==> src/rtl/vga_mem_arbiter.sv <==
// vga_mem_arbiter
//   Shares one single-port pixel memory between the display scan-out and a
//   host write port. Host writes are queued in a small FIFO. Whenever the
//   display area is visible, the scan-out has absolute priority and issues
//   one read per cycle from a fetch counter. Queued writes drain only during
//   blanking.
//
//   Optional feature: define VGA_MEM_ARB_STATS_EN to add oa_stall_count.
//
// Ports
//   i_clk, i_reset        rising-edge clock, synchronous active-high reset
//   i_visible             display area visible (selects SCAN)
//   i_frame_sync          last line of frame; clears the fetch counter
//   i_wr_valid            host write request
//   ia_wr_addr/ia_wr_data host write address / data
//   o_wr_ready            host write accepted when i_wr_valid=1
//   oa_mem_addr/oa_mem_wdata/o_mem_en/o_mem_we  registered memory request
//   ia_mem_rdata          memory read data, one cycle after a read request
//   oa_pixel/o_pixel_valid fetched pixel stream, two cycles after SCAN
//   oa_stall_count        (stats build only) saturating host stall counter
module vga_mem_arbiter #(
  parameter int ADDR_WIDTH = 16,
  parameter int DATA_WIDTH = 8,
  parameter int FIFO_DEPTH = 4
) (
  input  logic                  i_clk,
  input  logic                  i_reset,
  input  logic                  i_visible,
  input  logic                  i_frame_sync,
  input  logic                  i_wr_valid,
  input  logic [ADDR_WIDTH-1:0] ia_wr_addr,
  input  logic [DATA_WIDTH-1:0] ia_wr_data,
  output logic                  o_wr_ready,
  output logic [ADDR_WIDTH-1:0] oa_mem_addr,
  output logic [DATA_WIDTH-1:0] oa_mem_wdata,
  output logic                  o_mem_en,
  output logic                  o_mem_we,
  input  logic [DATA_WIDTH-1:0] ia_mem_rdata,
  output logic [DATA_WIDTH-1:0] oa_pixel,
  output logic                  o_pixel_valid
`ifdef VGA_MEM_ARB_STATS_EN
  ,
  output logic [15:0]           oa_stall_count
`endif
);

  localparam int PW = $clog2(FIFO_DEPTH);

  typedef enum logic [1:0] {IDLE, WRITE, SCAN} state_t;

  logic [ADDR_WIDTH-1:0] q_addr [FIFO_DEPTH];
  logic [DATA_WIDTH-1:0] q_data [FIFO_DEPTH];
  logic [PW-1:0]         wr_ptr, rd_ptr;
  logic [PW:0]           count;
  logic                  full, empty, push, pop;
  logic [ADDR_WIDTH-1:0] fetch;
  state_t                next_state, state;

  assign full       = (count == (PW+1)'(FIFO_DEPTH));
  assign empty      = (count == '0);
  // Ready depends only on registered occupancy, so a same-cycle pop never
  // frees a slot early.
  assign o_wr_ready = ~full & ~i_reset;
  assign push       = i_wr_valid & o_wr_ready;
  assign pop        = (next_state == WRITE);

  // The decision is re-made every cycle from the inputs; the registered
  // state only records it so the pixel-valid pipeline can follow reads.
  // Occupancy is registered, so an entry pops no earlier than the cycle
  // after its push.
  always_comb begin
    next_state = IDLE;
    if (i_visible)   next_state = SCAN;
    else if (!empty) next_state = WRITE;
  end

  // Queue storage needs no reset: occupancy alone decides validity.
  always_ff @(posedge i_clk) begin
    if (push) begin
      q_addr[wr_ptr] <= ia_wr_addr;
      q_data[wr_ptr] <= ia_wr_data;
    end
  end

  always_ff @(posedge i_clk) begin
    if (i_reset) begin
      wr_ptr        <= '0;
      rd_ptr        <= '0;
      count         <= '0;
      fetch         <= '0;
      state         <= IDLE;
      oa_mem_addr   <= '0;
      oa_mem_wdata  <= '0;
      o_mem_en      <= 1'b0;
      o_mem_we      <= 1'b0;
      o_pixel_valid <= 1'b0;
    end else begin
      state <= next_state;
      if (push) wr_ptr <= wr_ptr + 1'b1;
      if (pop)  rd_ptr <= rd_ptr + 1'b1;
      case ({push, pop})
        2'b10:   count <= count + (PW+1)'(1);
        2'b01:   count <= count - (PW+1)'(1);
        default: count <= count;
      endcase

      // Frame sync during a visible cycle reads address 0 and leaves the
      // counter pointing at the next pixel.
      if (i_frame_sync) fetch <= i_visible ? ADDR_WIDTH'(1) : '0;
      else if (i_visible) fetch <= fetch + 1'b1;

      case (next_state)
        SCAN: begin
          o_mem_en     <= 1'b1;
          o_mem_we     <= 1'b0;
          oa_mem_addr  <= i_frame_sync ? '0 : fetch;
          oa_mem_wdata <= '0;
        end
        WRITE: begin
          o_mem_en     <= 1'b1;
          o_mem_we     <= 1'b1;
          oa_mem_addr  <= q_addr[rd_ptr];
          oa_mem_wdata <= q_data[rd_ptr];
        end
        default: begin
          o_mem_en     <= 1'b0;
          o_mem_we     <= 1'b0;
          oa_mem_addr  <= '0;
          oa_mem_wdata <= '0;
        end
      endcase

      // A read presented last cycle returns data this cycle at the memory.
      o_pixel_valid <= (state == SCAN);
    end
  end

  assign oa_pixel = o_pixel_valid ? ia_mem_rdata : '0;

`ifdef VGA_MEM_ARB_STATS_EN
  always_ff @(posedge i_clk) begin
    if (i_reset || i_frame_sync)
      oa_stall_count <= '0;
    else if (i_wr_valid && !o_wr_ready && oa_stall_count != 16'hFFFF)
      oa_stall_count <= oa_stall_count + 16'd1;
  end
`endif

endmodule

==> config.mk <==
export PLATFORM = sky130hd
export DESIGN_NAME = vga_mem_arbiter
export DESIGN_NICKNAME = d
export VERILOG_FILES = /design/src/rtl/vga_mem_arbiter.sv
export SDC_FILE = /design/constraint.sdc
export NUM_CORES = 1
export LEC_CHECK = 0
export ABC_AREA = 1
export BUFFER_PORTS_ARGS = -buffer_cell sky130_fd_sc_hd__buf_2
export CORE_MARGIN = 3
export CORE_UTILIZATION = 50
export DETAILED_ROUTE_END_ITERATION = 8
export HOLD_SLACK_MARGIN = 0.08
export PLACE_DENSITY_LB_ADDON = 0.12
export SYNTH_ARGS = -nofsm -noshare
export SYNTH_HDL_FRONTEND = slang
export SYNTH_SLANG_ARGS = --single-unit
==> constraint.sdc <==
create_clock -name i_clk -period 6.6 [get_ports i_clk]
set_clock_uncertainty 0.2 [all_clocks]
set_input_delay 1.32 -clock i_clk [delete_from_list [all_inputs] [get_ports i_clk]]
set_output_delay 1.32 -clock i_clk [all_outputs]
set_load 0.01 [all_outputs]
**After elaboration in Yosys (flattened, before gate mapping)**

Memory sizes are Yosys's and may differ from the RTL's. A register that Yosys moved wholly into a read port is not among the register bits.
Cells that the tools add are included.
Widths: inputs -> output; s select.

- Equality and inequality tests: 6
- Reduce and logical (&&, ||, !) cells: 5
- Mux-type cells: 15
- Bitwise operators: 5
- Add/sub/neg operators: 5

Operators with widths:

| cell | count |
|---|---|
| $mux 16 | 3 |
| $pmux 16 s2 | 1 |
| $add 16x1->16 const B | 1 |
| $mux 8 | 1 |
| $eq 2x2->1 const B | 3 |
| $mux 1 | 6 |
| $mux 2 | 3 |
| $pmux 3 s2 | 1 |
| $add 2x1->2 const B | 2 |
| $eq 2x1->1 const B | 2 |
| $reduce_bool 2->1 | 2 |
| $reduce_or 2->1 | 2 |
| $add 3x1->3 const B | 1 |
| $eq 3x3->1 const B | 1 |
| $logic_not 3->1 | 1 |
| $not 1->1 | 3 |
| $sub 3x1->3 const B | 1 |
| $and 1x1->1 | 2 |

- Word-level logic and storage cells: 47
- Memories kept: 2
- Bits in registers: 44
- Output and inout bits: 36
- Input port bits: 37
- Memory bits (writable): 96

Memory list:

| name | depth | width | rd ports | clocked after memory_dff | write ports | RTL line | RTL |
|---|---|---|---|---|---|---|---|
| q_addr | 4 | 16 | 1 | 1 | 1 | 51 | `logic [ADDR_WIDTH-1:0] q_addr [FIFO_DEPTH];` |
| q_data | 4 | 8 | 1 | 1 | 1 | 52 | `logic [DATA_WIDTH-1:0] q_data [FIFO_DEPTH];` |

**Longest topological paths before layout**

Gate-level depths: netlist (run 1).

- Depth after elaboration: 6
- Gate-level depth with buffers: 12

**Least setup slack after synthesis (run 1)**

OpenSTA, ideal clock, no wires.

- Path kind: input port to flip-flop
- Start: in i_reset
- End: mem q_addr[0][0], enable pin
- Data required time: 5.995 ns
- Stages: 3
- Path slack: 3.333 ns
- Arrival: 2.662 ns
- Cell sequence: inv_2 -> nand3_2 -> nor2_1

- Cells in the longest elaborated chain, start to end: 5

RTL lines:

| item | RTL line | RTL |
|---|---|---|
| from (decl) | 27 | `input logic i_reset,` |
| $not 1->1 | 63 | `assign o_wr_ready = ~full & ~i_reset;` |
| $and 1x1->1 | 63 |  |
| $and 1x1->1 | 64 | `assign push = i_wr_valid & o_wr_ready;` |
| $mux 1 | 79 | `if (push) begin` |
| $mux 1 (not written as such) | 80 | `q_addr[wr_ptr] <= ia_wr_addr;` |
| to (decl) | 51 |  |

No other way between the ends.

**Worst setup path after layout (run 1)**

- Start: in i_reset
- End: out o_wr_ready

- Cells in the longest elaborated chain, start to end: 2

RTL lines:

| item | RTL line | RTL |
|---|---|---|
| $not 1->1 | 63 |  |
| $and 1x1->1 | 63 |  |
| to (decl) | 33 | `output logic o_wr_ready,` |

No other way between the ends.

==> results.json, run 1 <==
{
  "cpMaxStageDelayCell": "buf_2",
  "ys_top_cells_by_area": "edfxtp_1 (49%), dfxtp_1 (19%), nand2_1 (7.8%)",
  "start_util_pct": 52.5,
  "cts_max_level": 4,
  "r2r_end": "count[2]",
  "cts_setup_buffers": 0,
  "slowest_delay_ps": 150,
  "synthCells": 549,
  "fin_area_mm2": 0.00687,
  "crit_chain": "buf_2 > a31oi_1 > buf_2",
  "gp_congestion": 0.811,
  "fin_ws_ps": 3320,
  "worst-r2r-setup-slack_ps": 4450,
  "worst_pin_slew_ps": 691,
  "clock_sinks": 150,
  "ys_async_sr_fraction_pct": 0,
  "cp_max_fo": 7,
  "dp_slack_ps": 3310,
  "drc": 0,
  "finalSetupViolCount": 0,
  "ys_warn_count": 0,
  "grt_first_pass_wirelength_um": 19000,
  "clockRootBuffer": "clkbuf_16",
  "hold_buffers": 0,
  "postPlaceCellArea_mm2": 0.00630,
  "min_from": "state[0]",
  "ant_nets": 0,
  "coreArea_mm2": 0.0111,
  "cts.path.max_buffers": 2,
  "max_cap_violations": 0,
  "rsz0062_at_grt": "no",
  "tns_ps": 0,
  "synth-seq-cells": 150,
  "diodes": 0,
  "synth_edf_count": 96,
  "dp_hpwl_um": 7350,
  "drtIter0Drc": 241,
  "fin_crit_ps": 3280,
  "fill_cells": 888,
  "hold_class": "flop to flop",
  "synthToLayoutAreaGrowth_pct": 17.7,
  "grt_pass1_vias": 3756,
  "power.leakage_uw": 0.00275,
  "cts_buffers": 17,
  "postSynthAreaPerCell_um2": 10.6,
  "ios": 73,
  "worstReg2RegStart": "count[0]",
  "overflow": 0,
  "grt_max_degree": 34,
  "maxSlewViolCount": 0,
  "syn_nets": 593,
  "seq_area_frac_synth_pct": 67.9,
  "clk_pin_slew_worst_paths_ps": 50,
  "clk_latency_ps": 410,
  "hold_ws_ps": 206,
  "hold_viol": 0,
  "num_rows": 38,
  "wirelength_um": 11600,
  "drt_first_pass_iters": 5,
  "hold_end": "o_pixel_valid",
  "slew_headroom_pct": 53.9,
  "critPathKind": "input port to primary output",
  "synth_top_area_share_pct": 49.4,
  "start_kind": "input port",
  "wl_per_cell_um": 14.9,
  "finalCritPeriodShare_pct": 49.7,
  "die_y_um": 114,
  "syn_area_mm2": 0.00584,
  "dieArea_mm2": 0.0130,
  "grt_use_total_pct": 19.2,
  "synthFlopType": "edfxtp_1",
  "cts_resized": 0,
  "grt.met1_usage_pct": 25.7,
  "via_count": 3944,
  "hold_depth": 1,
  "arrival_ps": 1760,
  "status": "finished clean",
  "cp_common_cell": "buf_2",
  "ys_top_cells_by_count": "nand2_1 (121), edfxtp_1 (96), nor2_1 (77)",
  "worstSetupEndpointType": "primary output",
  "worstRegToRegCells": 11,
  "power_density_mw_per_mm2": 341,
  "yosysUniqueCellTypes": 32,
  "synth_most_common_cell": "nand2_1",
  "met3_usage_pct": 5.41,
  "met2_usage_pct": 30.1,
  "vias_per_cell": 5.08,
  "cts_tree": "built",
  "die_w_um": 114,
  "drive_gt1_share_pct": 20.7,
  "yosysTopAreaCell": "edfxtp_1",
  "antenna_found_initial": 0,
  "top_usage_layer": "met2",
  "peakVddDrop_mv": 0.230,
  "crit_required_ps": 5080,
  "port_buffers": 72,
  "max_freq_mhz": 305,
  "fin_nets": 669
}
==> area by class of cell <==
type | instances | area [um2] | area share (%)
Sequential cell | 150 | 3960 | 57.7
Multi-Input combinational cell | 334 | 1590 | 23.1
Clock buffer | 23 | 468 | 6.81
Timing Repair Buffer | 78 | 405 | 5.90
Tap cell | 140 | 175 | 2.55
Inverter | 44 | 166 | 2.42
Clock inverter | 8 | 101 | 1.48
==> kinds of logic (layout without fill, tap and decap cells) <==
| kind of cell | Yosys count | after routing | synth area share [%] |
|---|---|---|---|
| adders and majority gates | 7 | 7 | 1.63 |
| buffers and inverters | 65 | 153 | 5.00 |
| AOI/OAI and AO/OA | 70 | 70 | 7.05 |
| and+or+nand+nor | 257 | 257 | 18.4 |
| DFF | 150 | 150 | 67.9 |
==> report_power, final <==
| group | internal (uW) | switching (uW) | total [uW] |
|---|---|---|---|
| combinational | 104 | 231 | 335 |
| clock | 574 | 344 | 918 |
| sequential | 1060 | 32.3 | 1090 |
| total | 1730 | 608 | 2340 |
==> cells in the final DEF (no fill, tap or decap), types with 4 or more instances in the layout <==
cell / n
clkbuf_1: 4
nor2_2: 5
nand2_1: 121
o21ai_0: 31
o22ai_1: 6
buf_2: 72
nor2_1: 73
dfxtp_1: 54
a21oi_2: 9
a21oi_1: 15
inv_1: 37
buf_4: 6
ha_1: 6
inv_2: 5
edfxtp_1: 96
o21ai_1: 4
clkbuf_16: 17
nor3_1: 4
nand3_1: 46
==> state kept, by name, indices dropped and copies added, names as in the netlist, named ones only <==
register,count
q_addr,64
fetch,16
o_mem_en,1
oa_mem_wdata,8
o_mem_we,1
state,2
q_data,32
oa_mem_addr,16
count,3
o_pixel_valid,1
rd_ptr,2
wr_ptr,2
==> per-layer routing <==
layer | part of all wire (%) | routed length, um | vias to the layer above
met5 | 0 | 0 | -
met4 | 1.2 | 142 | 0
met3 | 7.0 | 806 | 16
met2 | 46 | 5350 | 126
met1 | 46 | 5260 | 1813
li1 | - | - | 1989
==> worst max path at each step <==
stage	from	endpoint	slack (ps)	cells after the start
2_1_floorplan	i_reset	q_addr[0][0]	3330	3
3_3_place_gp	i_reset	o_wr_ready	3320	3
3_5_place_dp	i_reset	o_wr_ready	3310	3
4_1_cts	i_reset	o_wr_ready	3300	3
5_1_grt	i_reset	o_wr_ready	3220	3
6_report	i_reset	o_wr_ready	3320	3
==> critical path: cells and delay by family <==
family                 cells  cell delay, ps
buffers and inverters      2             300
AOI/OAI and AO/OA          1             140
==> per-stage QoR <==
step / power (uW) / std cells / util [%]
detailed placement: 1450 / 746 / 56.6
global route: 2460 / 777 / 61.8
finish: 2340 / 777 / 61.8
floorplan: 1340 / 549 / -
CTS: 2360 / 777 / 61.8
global placement: 1440 / 746 / 56.6
Power figures use the tool's default switching activity.
==> run 2, diff against run 1 <==
--- a/config.mk
+++ b/config.mk
@@ -5,7 +5,7 @@
 export SDC_FILE = /design/constraint.sdc
 export NUM_CORES = 1
 export LEC_CHECK = 0
-export ABC_AREA = 1
+export ABC_AREA = 0
 export BUFFER_PORTS_ARGS = -buffer_cell sky130_fd_sc_hd__buf_2
 export CORE_MARGIN = 3
 export CORE_UTILIZATION = 50
==> constraint.sdc (replaced) <==
create_clock -name i_clk -period 3.1 [get_ports i_clk]
set_clock_uncertainty 0.2 [all_clocks]
set_input_delay 0.62 -clock i_clk [delete_from_list [all_inputs] [get_ports i_clk]]
set_output_delay 0.62 -clock i_clk [all_outputs]
set_load 0.01 [all_outputs]
==> run 2 against run 1 <==
  * Power up 110%
  * Sequential cell count unchanged
  * Clock power increased by 110%
  * Largest power group unchanged
  * Highest routed layer unchanged
  * Final area shrank 2.5%
  * Critical endpoint is now count[2]
==> results.json, run 2 <==
{
  "status": "finished clean",
  "critPathKind": "flop to flop",
  "cts_resized": 0,
  "wl_per_cell_um": 17.2,
  "syn_area_mm2": 0.00554,
  "ys_top_cells_by_area": "edfxtp_1 (52%), dfxtp_1 (20%), mux4_2 (9.8%)",
  "crit_family": "adder cells",
  "largest_reg_flops": 64,
  "worst-r2r-setup-slack_ps": 720,
  "clock_sinks": 150,
  "ys_async_sr_fraction_pct": 0,
  "start_util_pct": 52.5,
  "clockRootBuffer": "clkbuf_8",
  "placedCellCount": 539,
  "yosysTopAreaCell": "edfxtp_1",
  "peakVddDrop_mv": 0.586,
  "max_freq_mhz": 420,
  "clk_latency_ps": 520,
  "power.leakage_uw": 0.00246,
  "power_density_mw_per_mm2": 750,
  "grt_pass1_vias": 3152,
  "vias_per_cell": 5.29,
  "seq_area_frac_synth_pct": 71.5,
  "synthFlopType": "edfxtp_1",
  "max_cap_violations": 0,
  "drt_first_pass_iters": 4,
  "ant_nets": 0,
  "num_rows": 37,
  "fill_cells": 779,
  "cts_buffers": 17,
  "synth_edf_count": 96,
  "yosysUniqueCellTypes": 40,
  "regMostFlops": "q_addr",
  "cts.path.max_buffers": 2,
  "crit_chain": "nor3_1 > buf_4 > nor2_1 > ha_1 > inv_1 > fa_1 > xor2_1 > or3_1 > a21oi_1",
  "dieArea_mm2": 0.0124,
  "cp_max_fo": 5,
  "cts_setup_buffers": 0,
  "top_regs": "q_addr (64), q_data (32)",
  "fin_nets": 471,
  "cpMaxStageDelayCell": "dfxtp_1",
  "antenna_found_initial": 0,
  "drtIter0Drc": 180,
  "path_buf_inv": 2,
  "slowest_delay_ps": 400,
  "via_count": 3049,
  "synth_most_common_cell": "edfxtp_1",
  "postPlaceCellArea_mm2": 0.00609,
  "drive_gt1_share_pct": 33.4,
  "mostFrequentLayoutCells": "edfxtp_1 (96), buf_2 (72), dfxtp_1 (54)",
  "hold_buffers": 5,
  "cts_tree": "built",
  "synthToLayoutAreaGrowth_pct": 20.8,
  "gp_congestion": 0.741,
  "worstSetupEndpointType": "flop",
  "diodes": 0,
  "coreArea_mm2": 0.0106,
  "hold_viol": 0,
  "grt_use_total_pct": 17.5,
  "fin_ws_ps": 718,
  "rsz0062_at_grt": "no",
  "synth_top_area_share_pct": 52.0,
  "postSynthAreaPerCell_um2": 16.5,
  "fin_area_mm2": 0.00670,
  "synth-seq-cells": 150,
  "dp_slack_ps": 474,
  "syn_nets": 379,
  "ys_warn_count": 0,
  "worst_pin_slew_ps": 803,
  "fin_crit_ps": 2380,
  "utilization_pct": 63.4,
  "finalCritPeriodShare_pct": 76.8,
  "slew_headroom_pct": 46.4,
  "grt_max_degree": 25,
  "fin_cells": 576,
  "grt_first_pass_wirelength_um": 16300,
  "hold_class": "input port to flop",
  "finalSetupViolCount": 0,
  "final_common_cell": "edfxtp_1",
  "cts_max_level": 4,
  "wirelength_um": 9930,
  "maxSlewViolCount": 0,
  "clk_pin_slew_worst_paths_ps": 60,
  "die_y_um": 111,
  "arrival_ps": 2640,
  "port_buffers": 72,
  "ys_top_cells_by_count": "edfxtp_1 (96), dfxtp_1 (54), mux4_2 (24)",
  "start_kind": "flop",
  "ios": 73,
  "overflow": 0,
  "die_w_um": 111,
  "dp_hpwl_um": 6280,
  "drc": 0,
  "crit_required_ps": 3350,
  "tns_ps": 0,
  "synthCells": 335
}
-- run 2: cell count changes after synthesis, moves of 8 or more --
cell / change
nand2_1: -112
nor2_1: -54
nand3_1: -43
inv_1: -29
o21ai_0: -26
mux4_2: +24
and2_1: +21
a22o_1: +14
a21oi_2: -9
xor2_1: +8
-- run 2: report_power, final --
| group | total, uW | switching, uW | internal [uW] |
|---|---|---|---|
| clock | 1900 | 768 | 1130 |
| combinational | 751 | 362 | 388 |
| sequential | 2370 | 96.5 | 2270 |
-- run 2: worst reg2reg max path: stages (launching register included) --
cell	delay, ps
dfxtp_1	400
nor3_1	80
buf_4	150
nor2_1	210
ha_1	240
inv_1	60
fa_1	370
xor2_1	160
or3_1	300
a21oi_1	140
-- run 2: layout make-up --
cell class,instances,area [um2],share of cell area (%)
clock buffers,22,463,6.91
multi-input cells,163,1490,22.2
clock inverters,10,97.6,1.46
inverters,8,30.0,0.448
well taps,136,170,2.54
repair buffers,87,485,7.25
flip-flops and latches,150,3960,59.2
-- run 2: final timing paths --
check / startpoint / depth (start not counted) / end
worst max register to register: count[2] / 9 / count[2]
worst min register to register: state[0] / 1 / o_pixel_valid
worst min-delay path: ia_wr_addr[11] / 1 / q_addr[2][11]
worst max-delay path: count[2] / 9 / count[2]
-- run 2: kinds of logic (layout without fill, tap and decap cells) --
kind of cell	Yosys count	count (layout)	synth area share [%]
xor+xnor	13	13	2.05
mux	25	25	9.93
compound gates	37	37	4.88
fa+ha+maj	7	7	1.72
buf+inv	22	127	1.76
simple gates	81	81	8.15
flops	150	150	71.5
-- run 2: per-layer routing --
layer	track usage (%)	part of all wire (%)	vias to the layer above
li1	-	-	1458
met1	22.1	45	1495
met2	27.3	48	83
met3	5.95	5.9	13
met4	8.11	1.9	0
met5	0	0	-
-- run 2: through the flow --
step / total power [uW] / hold WS [ps]
2_1_floorplan: 2920 / 172
3_3_place_gp: 3150 / 190
3_5_place_dp: 3170 / 194
4_1_cts: 5090 / 80.1
5_1_grt: 5250 / 86.1
6_report: 5020 / 106
==> run 3, diff against run 2 <==
==> constraint.sdc (replaced) <==
create_clock -name i_clk -period 2 [get_ports i_clk]
set_clock_uncertainty 0.2 [all_clocks]
set_input_delay 0.4 -clock i_clk [delete_from_list [all_inputs] [get_ports i_clk]]
set_output_delay 0.4 -clock i_clk [all_outputs]
set_load 0.01 [all_outputs]
==> run 3 against run 2 <==
  * The flow now finishes with violations (negative setup slack)
  * Core utilization is 4.4 points higher
  * Sequential cell count stayed put
  * Maximum frequency is 17% higher
  * Critical path depth stayed put
  * Final area is 7.0% higher
  * Largest power group unchanged
==> results.json, run 3 (same netlist as run 2, synthesis figures left out) <==
{
  "fin_crit_ps": 2040,
  "wirelength_um": 10600,
  "antenna_found_initial": 0,
  "cp_max_fo": 2,
  "fin_area_mm2": 0.00716,
  "crit_chain": "nor2_4 > a211oi_4 > inv_1 > ha_2 > inv_2 > fa_2 > xor2_1 > or3_1 > a21oi_2",
  "cp_num_cells": 9,
  "regMostFlops": "q_addr",
  "drtIter0Drc": 172,
  "clock_sinks": 150,
  "start_util_pct": 52.5,
  "fin_ws_ps": -40.8,
  "cpMaxStageDelayCell": "dfxtp_2",
  "postPlaceCellArea_mm2": 0.00627,
  "fill_cells": 748,
  "dp_slack_ps": -167,
  "vias_per_cell": 5.28,
  "cts_tree": "built",
  "grt_first_pass_wirelength_um": 17800,
  "cts_max_level": 4,
  "hold_ws_ps": 108,
  "hold_viol": 0,
  "dieArea_mm2": 0.0124,
  "die_y_um": 111,
  "start_kind": "flop",
  "clk_pin_slew_worst_paths_ps": 60,
  "cts.path.max_buffers": 2,
  "largest_reg_flops": 64,
  "drc": 0,
  "worstSetupEndpointType": "flop",
  "drt_first_pass_iters": 4,
  "diodes": 0,
  "finalCritPeriodShare_pct": 102,
  "ios": 73,
  "slowest_delay_ps": 340,
  "via_count": 3210,
  "crit_start": "count[1]",
  "crit_required_ps": 2250,
  "rsz0062_at_grt": "yes",
  "crit_family": "adder cells",
  "hold_depth": 4,
  "critPathKind": "flop to flop",
  "grt_pass1_vias": 3483,
  "maxSlewViolCount": 0,
  "path_buf_inv": 2,
  "grt_use_total_pct": 18.7,
  "worstReg2RegStart": "count[1]",
  "gp_congestion": 0.767,
  "grt_max_degree": 25,
  "drive_gt1_share_pct": 37.1,
  "cts_buffers": 17,
  "clk_latency_ps": 530,
  "dp_hpwl_um": 6510,
  "p_total_uw": 8420,
  "final_common_cell": "edfxtp_1",
  "overflow": 0,
  "finalSetupViolCount": 1,
  "top_regs": "q_addr (64), q_data (32)",
  "arrival_ps": 2290,
  "slew_headroom_pct": 66.6,
  "hold_class": "input port to flop",
  "port_buffers": 72,
  "min_from": "i_frame_sync",
  "worstRegToRegCells": 9,
  "power_density_mw_per_mm2": 1180,
  "peakVddDrop_mv": 0.907,
  "num_rows": 37,
  "clockRootBuffer": "clkbuf_8",
  "violations": "negative setup slack",
  "max_cap_violations": 0,
  "die_w_um": 111,
  "ant_nets": 0,
  "synthToLayoutAreaGrowth_pct": 29.2,
  "mostFrequentLayoutCells": "edfxtp_1 (96), buf_2 (72), dfxtp_1 (51)",
  "worst_pin_slew_ps": 500,
  "wl_per_cell_um": 17.4,
  "max_freq_mhz": 490,
  "status": "finished with violations",
  "power.leakage_uw": 0.00266,
  "coreArea_mm2": 0.0106,
  "fin_nets": 503
}
-- run 3: what timing repair did --
action,CTS,global route
pin swaps,3,2
gates resized for setup,11,1
setup endpoints to repair,2,2
endpoints found under the hold margin,96,0
setup buffers,1,0
hold buffers,24,0
-- run 3: cell type report --
| cell class | count | area, um2 | share of cell area (%) |
|---|---|---|---|
| multi-input combinational | 163 | 1530 | 21.3 |
| inverter | 8 | 30.0 | 0.419 |
| clock inverter | 12 | 165 | 2.31 |
| sequential | 150 | 3970 | 55.4 |
| clock buffer | 20 | 445 | 6.22 |
| tap | 136 | 170 | 2.38 |
| timing repair buffer | 119 | 856 | 11.9 |
-- run 3: per-stage QoR --
step                util [%]  setup TNS, ps  std cells
CTS                     67.8          -38.0        608
floorplan                  -           -229        335
detailed placement      59.4           -183        551
global placement        59.4           -111        551
global route            67.9           -166        608
finish                  67.9          -40.8        608
-- run 3: worst paths after layout --
path / end / slack (ps)
max: count[2] / -40
min: fetch[0] / 110
max reg2reg: count[2] / -40
min reg2reg: o_pixel_valid / 200
-- run 3: tightest hold or removal path, stage by stage --
cell and delay, ps:
buf_2 130, nor2b_1 80, xnor2_1 140, nor2_1 40
-- run 3: per-layer routing --
metal / GRT usage, % / routed length, um / share of wire, % / vias to the layer above
li1: - / - / - / 1521
met1: 24.6 / 4570 / 43 / 1570
met2: 30.0 / 5200 / 49 / 106
met3: 5.13 / 670 / 6.3 / 13
met4: 6.89 / 147 / 1.4 / 0
met5: 0 / 0 / 0 / -
-- run 3: power by group --
part | internal [uW] | leakage, uW | switching (uW)
clock | 1990 | 0.000290 | 1270
sequential | 3530 | 0.00131 | 97.7
combinational | 825 | 0.00106 | 711
